### config.mk
export PLATFORM = sky130hd
export DESIGN_NAME = load_buffer
export DESIGN_NICKNAME = d
export VERILOG_FILES = /design/src/rtl/load_buffer_pkg.sv /design/src/rtl/load_extend.sv /design/src/rtl/load_buffer.sv
export SDC_FILE = /design/constraint.sdc
export NUM_CORES = 1
export LEC_CHECK = 0
export BUFFER_PORTS_ARGS = -buffer_cell sky130_fd_sc_hd__buf_2
export CORE_ASPECT_RATIO = 1.4
export CORE_UTILIZATION = 34
export CTS_CLUSTER_SIZE = 25
export DETAILED_ROUTE_END_ITERATION = 10
export PLACE_DENSITY = 0.47
export SETUP_SLACK_MARGIN = 0.2
export SYNTH_ARGS = -nofsm -noshare
export SYNTH_HDL_FRONTEND = slang
export SYNTH_HIERARCHICAL = 1
export SYNTH_SLANG_ARGS = --single-unit
### constraint.sdc
create_clock -name clk_in -period 4.18 [get_ports clk_in]
set_input_delay 0.209 -clock clk_in [delete_from_list [all_inputs] [get_ports clk_in]]
set_output_delay 0.209 -clock clk_in [all_outputs]
set_load 0.005 [all_outputs]
### src/rtl/load_buffer_pkg.sv
// Shared widths, load opcodes and entry layout
// for the in-order load buffer.
package load_buffer_pkg;

  localparam int InstTypeWidth = 6;
  localparam int ROBWidth      = 5;
  localparam int IDWidth       = 32;
  localparam int AddressWidth  = 32;
  localparam int LBCount       = 8;
  localparam int LBWidth       = 3;

  localparam logic [InstTypeWidth-1:0] LB  = 6'd11;
  localparam logic [InstTypeWidth-1:0] LH  = 6'd12;
  localparam logic [InstTypeWidth-1:0] LW  = 6'd13;
  localparam logic [InstTypeWidth-1:0] LBU = 6'd14;
  localparam logic [InstTypeWidth-1:0] LHU = 6'd15;

  typedef enum logic {
    IDLE,
    BUSY
  } lb_state_e;

  typedef struct packed {
    logic                     valid;
    logic [InstTypeWidth-1:0] op;
    logic [ROBWidth-1:0]      tag;
    logic [AddressWidth-1:0]  addr;
    logic                     addr_valid;
  } lb_entry_t;

endpackage

### src/rtl/load_extend.sv
// Maps a load opcode and right-aligned raw data
// to the extended result and access width code.
module load_extend
  import load_buffer_pkg::*;
(
  input  logic [InstTypeWidth-1:0] op_in,
  input  logic [IDWidth-1:0]       data_in,
  output logic [IDWidth-1:0]       result_out,
  output logic [2:0]               width_out
);

  // Sign/zero extension per opcode; unknown codes pass through as a word
  always_comb begin
    result_out = data_in;
    width_out  = 3'b100;
    case (op_in)
      LB: begin
        result_out = {{(IDWidth-8){data_in[7]}}, data_in[7:0]};
        width_out  = 3'b001;
      end
      LBU: begin
        result_out = {{(IDWidth-8){1'b0}}, data_in[7:0]};
        width_out  = 3'b001;
      end
      LH: begin
        result_out = {{(IDWidth-16){data_in[15]}}, data_in[15:0]};
        width_out  = 3'b010;
      end
      LHU: begin
        result_out = {{(IDWidth-16){1'b0}}, data_in[15:0]};
        width_out  = 3'b010;
      end
      default: begin
        result_out = data_in;
        width_out  = 3'b100;
      end
    endcase
  end

endmodule

### src/rtl/load_buffer.sv
// In-order load queue: captures addresses, checks store
// aliasing at the head, forwards or reads, writes back.
module load_buffer
  import load_buffer_pkg::*;
(
  input  logic                     clk_in,
  input  logic                     rst_in,
  input  logic                     rdy_in,
  input  logic                     rob_rst_in,
  output logic                     lbuffer_rdy_out,
  input  logic                     dispatcher_lbuffer_en_in,
  input  logic [InstTypeWidth-1:0] dispatcher_lbuffer_opcode_in,
  input  logic [ROBWidth-1:0]      dispatcher_lbuffer_h_in,
  input  logic [ROBWidth-1:0]      addrunit_lbuffer_h_in,
  input  logic [AddressWidth-1:0]  addrunit_lbuffer_address_in,
  output logic [ROBWidth-1:0]      lbuffer_rob_index_out,
  input  logic                     rob_lbuffer_disambiguation_in,
  input  logic                     rob_lbuffer_forwarding_en_in,
  input  logic [IDWidth-1:0]       rob_lbuffer_forwarding_data_in,
  output logic                     lbuffer_datactrl_en_out,
  output logic [AddressWidth-1:0]  lbuffer_datactrl_addr_out,
  output logic [2:0]               lbuffer_datactrl_width_out,
  input  logic                     datactrl_lbuffer_en_in,
  input  logic [IDWidth-1:0]       datactrl_lbuffer_data_in,
  output logic [ROBWidth-1:0]      lbuffer_rob_h_out,
  output logic [IDWidth-1:0]       lbuffer_rob_result_out
);

  lb_entry_t                ent_q [LBCount];
  lb_entry_t                ent_d [LBCount];
  logic [LBWidth-1:0]       head_q, head_d;
  logic [LBWidth-1:0]       tail_q, tail_d;
  logic [LBWidth:0]         count_q, count_d;
  lb_state_e                state_q, state_d;
  logic                     en_q, en_d;
  logic [AddressWidth-1:0]  raddr_q, raddr_d;
  logic [2:0]               width_q, width_d;
  logic [ROBWidth-1:0]      h_q, h_d;
  logic [IDWidth-1:0]       res_q, res_d;
  logic                     pop, alloc;

  lb_entry_t                hd;
  logic                     head_ok;
  logic [IDWidth-1:0]       fwd_res, mem_res;
  logic [2:0]               hd_width, mem_width;
  logic                     bc_hit;

  assign hd      = ent_q[head_q];
  assign head_ok = (count_q != '0) && hd.valid && hd.addr_valid;
  assign bc_hit  = (addrunit_lbuffer_h_in != '0) &&
                   (addrunit_lbuffer_h_in == dispatcher_lbuffer_h_in);

  assign lbuffer_rdy_out =
    count_q < (LBWidth+1)'(LBCount - 1);
  assign lbuffer_rob_index_out      = head_ok ? hd.tag : '0;
  assign lbuffer_datactrl_en_out    = en_q;
  assign lbuffer_datactrl_addr_out  = raddr_q;
  assign lbuffer_datactrl_width_out = width_q;
  assign lbuffer_rob_h_out          = h_q;
  assign lbuffer_rob_result_out     = res_q;

  load_extend u_ext_fwd (
    .op_in      (hd.op),
    .data_in    (rob_lbuffer_forwarding_data_in),
    .result_out (fwd_res),
    .width_out  (hd_width)
  );

  load_extend u_ext_mem (
    .op_in      (hd.op),
    .data_in    (datactrl_lbuffer_data_in),
    .result_out (mem_res),
    .width_out  (mem_width)
  );

  // Next-state: flush, address capture, head decision, pop and allocate
  always_comb begin
    ent_d   = ent_q;
    head_d  = head_q;
    tail_d  = tail_q;
    count_d = count_q;
    state_d = state_q;
    en_d    = en_q;
    raddr_d = raddr_q;
    width_d = width_q;
    h_d     = '0;
    res_d   = res_q;
    pop     = 1'b0;
    alloc   = 1'b0;
    if (rdy_in && rob_rst_in) begin
      for (int i = 0; i < LBCount; i++) ent_d[i] = '0;
      head_d  = '0;
      tail_d  = '0;
      count_d = '0;
      state_d = IDLE;
      en_d    = 1'b0;
    end else if (rdy_in) begin
      for (int i = 0; i < LBCount; i++) begin
        if (ent_q[i].valid && addrunit_lbuffer_h_in != '0 &&
            ent_q[i].tag == addrunit_lbuffer_h_in) begin
          ent_d[i].addr       = addrunit_lbuffer_address_in;
          ent_d[i].addr_valid = 1'b1;
        end
      end
      unique case (state_q)
        IDLE: begin
          if (head_ok) begin
            if (rob_lbuffer_forwarding_en_in) begin
              h_d   = hd.tag;
              res_d = fwd_res;
              pop   = 1'b1;
            end else if (rob_lbuffer_disambiguation_in) begin
              en_d    = 1'b1;
              raddr_d = hd.addr;
              width_d = hd_width;
              state_d = BUSY;
            end
          end
        end
        BUSY: begin
          if (datactrl_lbuffer_en_in) begin
            en_d    = 1'b0;
            h_d     = hd.tag;
            res_d   = mem_res;
            pop     = 1'b1;
            state_d = IDLE;
          end
        end
      endcase
      if (pop) begin
        ent_d[head_q].valid      = 1'b0;
        ent_d[head_q].addr_valid = 1'b0;
        head_d = head_q + LBWidth'(1);
      end
      if (dispatcher_lbuffer_en_in) begin
        alloc = 1'b1;
        ent_d[tail_q].valid      = 1'b1;
        ent_d[tail_q].op         = dispatcher_lbuffer_opcode_in;
        ent_d[tail_q].tag        = dispatcher_lbuffer_h_in;
        ent_d[tail_q].addr       = addrunit_lbuffer_address_in;
        ent_d[tail_q].addr_valid = bc_hit;
        tail_d = tail_q + LBWidth'(1);
      end
      count_d = count_q + (LBWidth+1)'(alloc)
                        - (LBWidth+1)'(pop);
    end
  end

  // State registers with synchronous reset
  always_ff @(posedge clk_in) begin
    if (rst_in) begin
      for (int i = 0; i < LBCount; i++) ent_q[i] <= '0;
      head_q  <= '0;
      tail_q  <= '0;
      count_q <= '0;
      state_q <= IDLE;
      en_q    <= 1'b0;
      raddr_q <= '0;
      width_q <= '0;
      h_q     <= '0;
      res_q   <= '0;
    end else begin
      for (int i = 0; i < LBCount; i++) ent_q[i] <= ent_d[i];
      head_q  <= head_d;
      tail_q  <= tail_d;
      count_q <= count_d;
      state_q <= state_d;
      en_q    <= en_d;
      raddr_q <= raddr_d;
      width_q <= width_d;
      h_q     <= h_d;
      res_q   <= res_d;
    end
  end

  // Dispatch into a full buffer would overwrite the head
  a_no_overflow : assert property (
    @(posedge clk_in) disable iff (rst_in)
    !(rdy_in && !rob_rst_in && dispatcher_lbuffer_en_in &&
      count_q == (LBWidth+1)'(LBCount)));

endmodule

* After elaboration in Yosys (flattened, before gate mapping) *
Index checks and enable logic that the tools add are counted.

storage, ports and cells
  bits in registers = 444
  bits of input ports = 120
  output and inout port bits = 79
  logic and storage cells = 198

operators by class
  add/sub/neg operators = 4
  order comparisons = 5
  equality and inequality tests = 18
  multiplexer cells = 83
  bitwise operators = 6
  reductions and logical operators = 33

operators with widths
  kind                                                                  count
  360-bit bitwise mux                                                   7
  360-bit 2-to-1 mux                                                    4
  45-bit demux with 3-bit select                                        7
  33-bit 2-to-1 mux                                                     25
  32-bit case mux with 4 select lines                                   2
  45-bit 2-to-1 mux                                                     4
  45-bit binary-select mux with 3-bit select                            1
  32-bit 2-to-1 mux                                                     3
  32-bit case mux with 2 select lines                                   1
  5-bit == test                                                         9
  44-bit 2-to-1 mux                                                     1
  38-bit 2-to-1 mux                                                     1
  6-bit by 4-bit == test with 1-bit output, second input constant       4
  1-bit logical AND                                                     22
  5-bit 2-to-1 mux                                                      4
  1-bit 2-to-1 mux                                                      18
  2-bit != test, second input constant                                  5
  5-bit case mux with 2 select lines                                    1
  5-bit AND reduction                                                   2
  4-bit >= comparator, second input constant                            2
  4-bit by 1-bit < comparator with 1-bit output, second input constant  2
  3-bit NOT with 4-bit output                                           2
  3-bit by 1-bit adder with 3-bit output, second input constant         2
  1-bit case mux with 2 select lines                                    3
  other kinds (11)                                                      17

* Longest topological paths before layout *
Gate-level depths: netlist of run 1.

  word-level depth = 19
  mapped depth = 17
  gate-level depth less buffers = 15

* Hierarchy *
The synthesis of run 1 kept the hierarchy.

modules (own cells, without submodules)
  module                   instances  cells an instance  area an instance (µm²)
  load_buffer              1          2,156              19,822.8
  load_extend (u_ext_mem)  1          58                 459.2
  load_extend (u_ext_fwd)  1          58                 446.7

* Worst setup path after synthesis of run 1 *
OpenSTA, ideal clock, no wires.

  kind = register to register
  start point = register head_q[1]
  end point = register res_q[23] (netlist: lbuffer_rob_result_out[23])
  arrival time = 3,019 ps
  data required time = 4,092 ps
  path slack = 1,072 ps
  cell stages (with the launch flop) = 15
  clock period less this slack = 3,108 ps
  cell sequence = dfxtp_1 buf_2 buf_2 buf_2 nor2_1 clkbuf_1 a22oi_1 nand4_1 buf_2 mux2_2 nand2_2 buf_4 a21o_1 mux2i_1 a311oi_2

RTL lines
  what                      line                RTL
  start: declaration        load_buffer.sv:31   logic [LBWidth-1:0] head_q, head_d;
  start signal: assignment  load_buffer.sv:153  head_q <= '0;
  start signal: assignment  load_buffer.sv:164  head_q <= head_d;
  end signal: assignment    load_buffer.sv:172  res_q <= res_d;
  end: declaration          load_buffer.sv:39   logic [IDWidth-1:0] res_q, res_d;

* Final worst setup path of run 1 *
  start point = register head_q[0]
  end point = output port lbuffer_rob_index_out[3]

on the way
  longest elaborated chain between the ends = 7

ends and longest elaborated chain
  what                                                       line               RTL
  3-bit NOT with 4-bit output (not written as such) (*)      load_buffer.sv:48  assign hd = ent_q[head_q];
  45-bit binary-select mux with 3-bit select (*)             load_buffer.sv:48
  45-bit 2-to-1 mux (not written as such) (*) (2 in series)  load_buffer.sv:48
  1-bit logical AND (2 in series)                            load_buffer.sv:49  assign head_ok = (count_q != '0) && hd.valid && hd.addr_valid;
  5-bit 2-to-1 mux (*)                                       load_buffer.sv:55  assign lbuffer_rob_index_out = head_ok ? hd.tag : '0;
  end: declaration                                           load_buffer.sv:16  output logic [ROBWidth-1:0] lbuffer_rob_index_out,

Every way passes the cells marked *; elsewhere a longest branch is shown, timed or not. The select of a mux whose other input is x is not followed.

==> metrics.txt, run 1 <==
max-slew violation count 0; Setup Skew 0.01292 ns; Post-CTS Setup Repair Bufs 0; Via Count 17114; Tightest Pin Transition 1.282 ns; hold path startpoint dispatcher_lbuffer_en_in; grt ovf 0; pwr dens 373.4 nW/µm²; Wirelength per Cell 21.97 µm; crit-path max FO 42; CP arrival 3.33 ns; WS Path Type register to output port; Clock Pin Slew Worst Setup and Hold Paths 0.06 ns; CTS root buf clkbuf_16; pin count of the biggest net entering global routing 108; initial antenna violation count 3; htree depth 2; outcome finished clean; clock latency on the worst-skew pair 0.59 ns; Data required, critical path 3.97 ns; HP Class input port to register; Core Area 59950 µm²; PortBufs 198; fin worst setup slack 0.6387 ns; layout net count 2529; share of cells above drive strength 1 17.06%; crit path from head_q[0]; GRT Total Usage 22.58%; Final Critical Period 3.541 ns; area of the mapped netlist 20700 µm²; Synth warnings 6; RSZ-0062 raised after global routing no; Die Footprint 61880 µm²; fin crit share 84.72%; CP endpoint kind output port; Clock Sinks 444; CP Launch Type register; CTS tree yes; first-pass GRT wire length 105900 µm; vias in the first global route 16573; Max Clk Rate 282.4 MHz; # setup viols final 0; Fin. Hold Viols 0; initial DRC count 1084; MaxCap Viol Count 0; Die Height 293.9 µm; CTS max path bufs 3; Leak Pwr 0.01002 µW; Post-Synthesis Cells 2268; worst reg2reg path startpoint head_q[1]; initial core utilization 34.53%; Max-slew headroom 14.20%; Final ANT Viol Nets 0; drt drc 0; post_cts resized 0; Synth Net Count 2397; Vias/cell 5.274; site row count 106; Worst VDD drop 0.3305 mV; Synth Area per Inst 9.126 µm²; Final GP Congestion 0.8690; routed wire length 71300 µm; IO Pins 199; Die Wd 210.5 µm; DR pass1 iterations 5; final setup TNS 0 ns; area grow syn2layout 16.86%; CTS buffer count 47; filler cell count 6156; Final HPWL DP 47390 µm; DP Worst Slack 0.7025 ns
[power by group]
group	switching (µW)	internal, µW	total [µW]	leakage, µW
clock network	1780	2420	4200	0.000744
registers	19.1	4260	4270	0.00358
logic	341	211	552	0.00569
[cell type report]
type / instances / area, µm² / area share (%)
diodes: 3 / 7.507 / 0.03104
clock buffers: 70 / 1394 / 5.762
clock inverters: 11 / 128.9 / 0.5328
inverters: 13 / 48.80 / 0.2017
multi-input cells: 1577 / 10600 / 43.80
flip-flops and latches: 444 / 8899 / 36.79
well taps: 810 / 1013 / 4.190
repair buffers: 317 / 2102 / 8.690
[through the flow]
stage	utilization (%)	std cells	area [µm²]	total power (µW)	hold WS, ns
global route	40.35	3245	24190	9349	0.03525
detailed placement	36.86	3105	22100	4877	0.4527
floorplan	-	2268	20700	4711	0.4360
finish	40.35	3245	24190	9031	0.02120
global placement	36.86	3105	22100	4872	0.4435
CTS	40.34	3242	24180	9146	0.008727
[final timing paths]
check / endpoint / slack [ns] / cells past startpoint
min: tail_q[1] / 0.02 / 3
max reg2reg: lbuffer_rob_result_out[25] / 0.65 / 12
max: lbuffer_rob_index_out[3] / 0.64 / 7
min reg2reg: ent_q[178] / 0.46 / 2
[state kept, by name, summed over array words and instances, names as in the netlist, 3 cells and up]
register,cells
lbuffer_rob_result_out,32
tail_q,3
count_q,4
lbuffer_rob_h_out,5
ent_q,360
head_q,3
lbuffer_datactrl_width_out,3
lbuffer_datactrl_addr_out,32
[critical path, stage by stage (launching register included)]
cell and delay [ns]:
dfxtp_4 0.47, buf_4 0.63, buf_4 0.47, nor2_1 0.24, a221oi_1 0.40, o211a_1 0.29, nor2_1 0.05, buf_2 0.12
[timing repair]
| action | 4_1_cts | 5_1_grt |
|---|---|---|
| hold endpoints to repair | 344 | 0 |
| setup endpoints to repair | 0 | 0 |
| hold buffers | 56 | 0 |
[layer usage]
metal  global-route usage, %  share of wire, %  routed length [µm]
met5                       0                 0                   0
met4                   7.953               3.3                2359
met3                   3.042               4.1                2888
met2                   39.41                50               35650
met1                   28.22                43               30410
[placed cells by master (no fill, tap or decap), types with 30 or more instances in the layout]
cell	instances
dfxtp_1	440
nor2_1	368
mux2i_1	329
nand2_1	212
buf_2	197
a21oi_1	181
buf_4	58
dlygate4sd3_1	56
a22oi_1	52
clkbuf_16	48
a211oi_1	34
a21o_1	34
a221oi_1	30
xnor2_1	30
Power figures use the tool's default switching activity.
==> run 2, diff against run 1 <==
ABC_AREA = 1   (was unset)
clock period = 3.3 ns   (was 4.18 ns; I/O delays follow)
==> metrics.txt, run 2 <==
outcome finished clean; DP Worst Slack -0.1512 ns (-0.8537 ns); grt ovf 0 (unchanged); max reg flops 360 (unchanged); CTS max path bufs 3 (unchanged); CP endpoint kind register; CP Launch Type register; Via Count 20058 (+17%); drt drc 0 (unchanged); share of cells above drive strength 1 13.61% (-3.5 points); Clock Pin Slew Worst Setup and Hold Paths 0.07 ns (about the same); routed wire length 76180 µm (+6.8%); MaxCap Viol Count 0 (unchanged); most frequent cells in the layout 585 x nand2_1, 463 x nor2_1, 441 x dfxtp_1; max-slew violation count 0 (unchanged); initial core utilization 34.32% (-0.21 points); most common cell after layout, fill and taps aside nand2_1; Critical-path top delay cell dfxtp_2; Setup Skew 0.02297 ns (+0.01005 ns); GRT Total Usage 24.56% (+2.0 points); IO Pins 199 (unchanged); CTS buffer count 47 (unchanged); initial DRC count 1275 (+18%); Vias/cell 5.142 (-2.5%); cell mode on critical path nand2_1; Wirelength per Cell 19.53 µm (-11%); Synth Area per Inst 6.967 µm² (-24%); CP Cell Sequence buf_4 > inv_2 > nor2_2 > nand2_2 > o22ai_1 > a221oi_2 > o2111ai_4 > nor2_4 > nand3_2 > buf_4 > nand4_1 > nand2_1 > nand2_1 > nand2_1 > nor2_1 > nor2_1; pin count of the biggest net entering global routing 85 (-21%); largest delay contributor family on the critical path simple AND/OR/NAND/NOR gates; Die Height 292.1 µm (-0.63%); fin worst setup slack 0.4186 ns (-0.2201 ns); Synth Net Count 3062 (+28%); Die Wd 209.2 µm (-0.63%); site row count 106 (unchanged); pwr dens 483.1 nW/µm² (+29%); Final Critical Period 2.881 ns; RSZ-0062 raised after global routing no; Final HPWL DP 49270 µm (+4.0%); CTS tree yes; WS Path Type register to register; Post-Synthesis Cells 2933 (+29%); Biggest register ent_q; layout net count 3236 (+28%); Max Clk Rate 347.1 MHz; first-pass GRT wire length 115500 µm (+9.0%); initial antenna violation count 2 (-1); Die Footprint 61100 µm² (-1.3%); area grow syn2layout 19.01%; Data required, critical path 3.78 ns (-0.19 ns); Final ANT Viol Nets 0 (unchanged); PortBufs 198 (unchanged); htree depth 2 (unchanged); Synth warnings 6 (unchanged); worst stage delay on the critical path 0.37 ns (-0.26 ns); fin crit share 87.31%; Buf/Inv on CP 3 (unchanged); Final GP Congestion 0.9494 (+9.3%); vias in the first global route 19156 (+16%); Worst VDD drop 0.3973 mV (+20%); crit-path max FO 16 (-62%); DR pass1 iterations 5 (unchanged); CTS root buf clkbuf_16; Final Hold Slack 0.03528 ns (+0.01409 ns); Max-slew headroom 51.88% (+38 points); Leak Pwr 0.01069 µW (+6.7%); HP Class input port to register; Tightest Pin Transition 0.7218 ns (-0.5606 ns); filler cell count 6360 (+3.3%); clock latency on the worst-skew pair 0.60 ns (about the same); Fin. Hold Viols 0 (unchanged); # setup viols final 0 (unchanged); Core Area 59550 µm² (-0.66%); Clock Sinks 444 (unchanged); CP arrival 3.36 ns (+0.03 ns); area of the mapped netlist 20430 µm² (-1.3%)
[run 2: changes by cell type in the layout (fill, tap and decap cells not counted), moves of 25 or more]
cell | previous run | this run
nand2_1 | 212 | 585
a21o_1 | 34 | 0
o21ai_0 | 19 | 355
nor2_1 | 368 | 463
xnor2_1 | 30 | 4
inv_1 | 11 | 259
a311oi_1 | 25 | 0
a211oi_1 | 34 | 6
mux2i_1 | 329 | 0
nand3_1 | 13 | 52
a21oi_1 | 181 | 250
nand4_1 | 13 | 62
[run 2: path summary, 6_finish.rpt]
path | from | end | slack [ns] | cells after the start
worst max-delay path | head_q[2] | lbuffer_rob_result_out[28] | 0.42 | 16
worst max register to register | head_q[2] | lbuffer_rob_result_out[28] | 0.42 | 16
worst min register to register | ent_q[87] | ent_q[87] | 0.45 | 2
worst min-delay path | rob_lbuffer_forwarding_data_in[11] | lbuffer_rob_result_out[11] | 0.04 | 7
[run 2: area by class of cell]
type,count,area (µm²),area share [%]
Antenna cell,1,2.502,0.01029
Clock buffer,69,1399,5.752
Clock inverter,17,178.9,0.7357
Inverter,283,1076,4.425
Multi-Input combinational cell,1999,9584,39.41
Sequential cell,444,8892,36.56
Tap cell,756,945.9,3.889
Timing Repair Buffer,332,2241,9.214
[run 2: repair_timing]
action / CTS / global route
endpoints found under the hold margin: 313 / 0
buffers inserted: 0 / 1
setup endpoints to repair: 28 / 27
pin swaps: 1 / 1
gates resized for setup: 6 / 9
hold buffers: 61 / 0
[run 2: power breakdown]
group          internal, µW  switching, µW
Combinational           276            518
Clock                  3180           2330
Sequential             5420           31.2
Total                  8870           2880
[run 2: stage by stage]
step	power (µW)	std cells	TNS, ns	utilization [%]	cell area [µm²]
CTS	11890	3899	0	40.77	24280
finish	11750	3901	0	40.84	24320
detailed placement	6299	3752	-2.113	37.03	22050
global placement	6293	3752	-0.2534	37.03	22050
global route	12180	3901	0	40.84	24320
floorplan	6001	2933	0	-	20430
[run 2: worst min-delay path, stage by stage]
cell     delay, ns
buf_2         0.08
nand3_1       0.07
nand2_1       0.05
nand2_1       0.05
nand2_1       0.05
nor2_1        0.04
nor2_1        0.08
[run 2: layer usage]
| metal | share of wire [%] | wire [µm] | vias up | track usage, % |
|---|---|---|---|---|
| met5 | 0.013 | 10 | - | 0 |
| met4 | 3.6 | 2712 | 2 | 9.021 |
| met3 | 4.6 | 3525 | 126 | 2.958 |
| met2 | 51 | 38490 | 540 | 44.86 |
| met1 | 41 | 31430 | 9499 | 29.16 |
| li1 | - | - | 9891 | - |
==> run 3, diff against run 2 <==
BUFFER_PORTS_ARGS = -buffer_cell sky130_fd_sc_hd__buf_4   (was -buffer_cell sky130_fd_sc_hd__buf_2)
CORE_UTILIZATION = 25   (was 34)
HOLD_SLACK_MARGIN = 0.1   (was unset)
PLACE_DENSITY = 0.36   (was 0.47)
==> metrics.txt, run 3 (synthesis gave the netlist of run 2 again) <==
outcome finished clean; max-slew violation count 0 (unchanged); Critical-path top delay cell dfxtp_2; largest delay contributor family on the critical path simple AND/OR/NAND/NOR gates; most common cell after layout, fill and taps aside nand2_1; Data required, critical path 3.84 ns (+0.06 ns); area grow syn2layout 26.00%; Final ANT Viol Nets 0 (unchanged); clock latency on the worst-skew pair 0.62 ns (+0.02 ns); fin crit share 85.57% (-1.7 points); pin count of the biggest net entering global routing 106 (+25%); Buf/Inv on CP 3 (unchanged); max reg flops 360 (unchanged); Max Clk Rate 354.1 MHz (+2.0%); site row count 123 (+16%); R2R setup slack 0.48 ns (+0.06 ns); CP endpoint kind register; routed wire length 85960 µm (+13%); Wirelength per Cell 20.18 µm (+3.4%); Worst VDD drop 0.3826 mV (-3.7%); Hold EP lbuffer_rob_result_out[15]; Reg2Reg Depth 15 (-1); Max-slew headroom 45.43% (-6.5 points); Final Critical Period 2.824 ns (-0.05744 ns); worst reg2reg path startpoint head_q[0]; Tightest Pin Transition 0.8186 ns (+0.09685 ns); PortBufs 198 (unchanged); CTS buffer count 51 (+8.5%); initial DRC count 1202 (-5.7%); WHS Path Cells 7 (unchanged); grt ovf 0 (unchanged); Vias/cell 4.737 (-7.9%); CTS max path bufs 3 (unchanged); CTS root buf clkbuf_16; Final HPWL DP 55270 µm (+12%); pwr dens 468.4 nW/µm² (-3.0%); Die Wd 243.6 µm (+16%); htree depth 2 (unchanged); IO Pins 199 (unchanged); Clock Sinks 444 (unchanged); filler cell count 8777 (+38%); final setup TNS 0 ns (unchanged); CTS tree yes; most frequent cells in the layout 585 x nand2_1, 463 x nor2_1, 441 x dfxtp_1; met3 WL 3506 µm (-0.54%); DR pass1 iterations 5 (unchanged); Die Height 340.3 µm (+17%); WS Path Type register to register; Die Footprint 82900 µm² (+36%); # setup viols final 0 (unchanged); drt drc 0 (unchanged); Final GP Congestion 0.8379 (-12%); Clock Pin Slew Worst Setup and Hold Paths 0.06 ns (about the same); wire length on met2 43660 µm (+13%); DR top layer met5; CP Launch Type register; final core occ 31.93% (-8.9 points); vias in the first global route 19784 (+3.3%); worst stage delay on the critical path 0.47 ns (+0.10 ns); Fin. Hold Viols 0 (unchanged); MaxCap Viol Count 0 (unchanged); HP Class input port to register; layout net count 3291 (+1.7%); RSZ-0062 raised after global routing no; cell mode on critical path nand2_1; hold path startpoint rob_lbuffer_forwarding_data_in[15]; Setup Skew 0.02015 ns (-0.002819 ns); M1 WL 35860 µm (+14%); CP Cell Sequence inv_2 > nand2_1 > o22ai_2 > a221oi_1 > o2111ai_2 > inv_1 > nor2_4 > nand3_2 > buf_4 > nand4_1 > nand2_1 > nand2_1 > nand2_1 > nor2_1 > nor2_1; Core Area 80640 µm² (+35%); initial core utilization 25.34% (-9.0 points); first-pass GRT wire length 127500 µm (+10%); Leak Pwr 0.01101 µW (+3.0%); Biggest register ent_q; initial antenna violation count 2 (unchanged); GRT Total Usage 20.42% (-4.1 points); share of cells above drive strength 1 13.24% (-0.38 points); reg2reg end lbuffer_rob_result_out[27]; CP arrival 3.36 ns (about the same); Via Count 20173 (+0.57%); crit-path max FO 23 (+7)
-- run 3: cell types whose count changed in the layout (fill, tap and decap cells not counted), sizes merged --
cell	before	now
clkinvlp	1	0
dlygate4sd3	61	115
clkbuf	69	76
buf	271	268
inv	281	282
bufinv	3	2
clkinv	15	10
-- run 3: how the worst max path moves through the flow --
| stage | end | start | slack [ns] | cells past startpoint |
|---|---|---|---|---|
| finish | lbuffer_rob_result_out[27] | head_q[0] | 0.48 | 15 |
| floorplan | lbuffer_rob_result_out[31] | head_q[0] | 0.58 | 18 |
| global placement | lbuffer_rob_result_out[30] | head_q[2] | 0.11 | 15 |
| global route | lbuffer_rob_result_out[27] | head_q[1] | 0.21 | 17 |
| detailed placement | lbuffer_rob_result_out[27] | head_q[2] | 0.008 | 15 |
| CTS | lbuffer_rob_result_out[21] | head_q[0] | 0.22 | 17 |
-- run 3: stage by stage --
step / setup slack [ns] / hold WS (ns) / total power (µW) / std cells / instance area, µm²
5_1_grt: 0.2104 / 0.1795 / 12570 / 4259 / 25750
6_report: 0.4761 / 0.1407 / 12060 / 4259 / 25750
2_1_floorplan: 0.5823 / 0.2999 / 6001 / 2933 / 20430
3_3_place_gp: 0.1110 / 0.4364 / 6358 / 4052 / 22880
4_1_cts: 0.2179 / 0.1177 / 12270 / 4254 / 25700
3_5_place_dp: 0.007520 / 0.4401 / 6361 / 4052 / 22880
-- run 3: routing by layer --
| metal | global-route usage, % | vias up |
|---|---|---|
| met2 | 37.20 | 470 |
| met4 | 7.565 | 2 |
| met1 | 24.05 | 9567 |
| li1 | - | 9985 |
| met5 | 0 | - |
| met3 | 2.854 | 149 |
-- run 3: final cells by class --
type | instances | area (µm²) | area share (%)
sequential | 444 | 8892 | 34.54
antenna | 1 | 2.502 | 0.009719
clock buffer | 76 | 1511 | 5.870
timing repair buffer | 383 | 3238 | 12.58
inverter | 283 | 1075 | 4.174
clock inverter | 11 | 120.1 | 0.4665
tap | 1062 | 1329 | 5.161
multi-input combinational | 1999 | 9580 | 37.21
-- run 3: worst register-to-register path, delay by kind of cell, from the launching register on --
kind | cells | cell delay [ns]
buffers and inverters | 3 | 0.64
AND/OR/NAND/NOR | 9 | 0.89
AO/OA/AOI/OAI | 3 | 0.73
flip-flops | 1 | 0.47
-- run 3: timing repair --
| action | in CTS | in global routing |
|---|---|---|
| setup buffers | 0 | 4 |
| pin swaps | 0 | 4 |
| resized for setup | 7 | 6 |
| hold buffers | 115 | 0 |
| endpoints found under the hold margin | 414 | 0 |
| setup endpoints to repair | 26 | 29 |
-- run 3: where the power goes --
| group | leakage, µW | internal [µW] | switching [µW] |
|---|---|---|---|
| sequential | 0.00358 | 5420 | 31.1 |
| clock | 0.000808 | 3290 | 2410 |
| combinational | 0.00661 | 361 | 544 |
| total | 0.0110 | 9070 | 2990 |
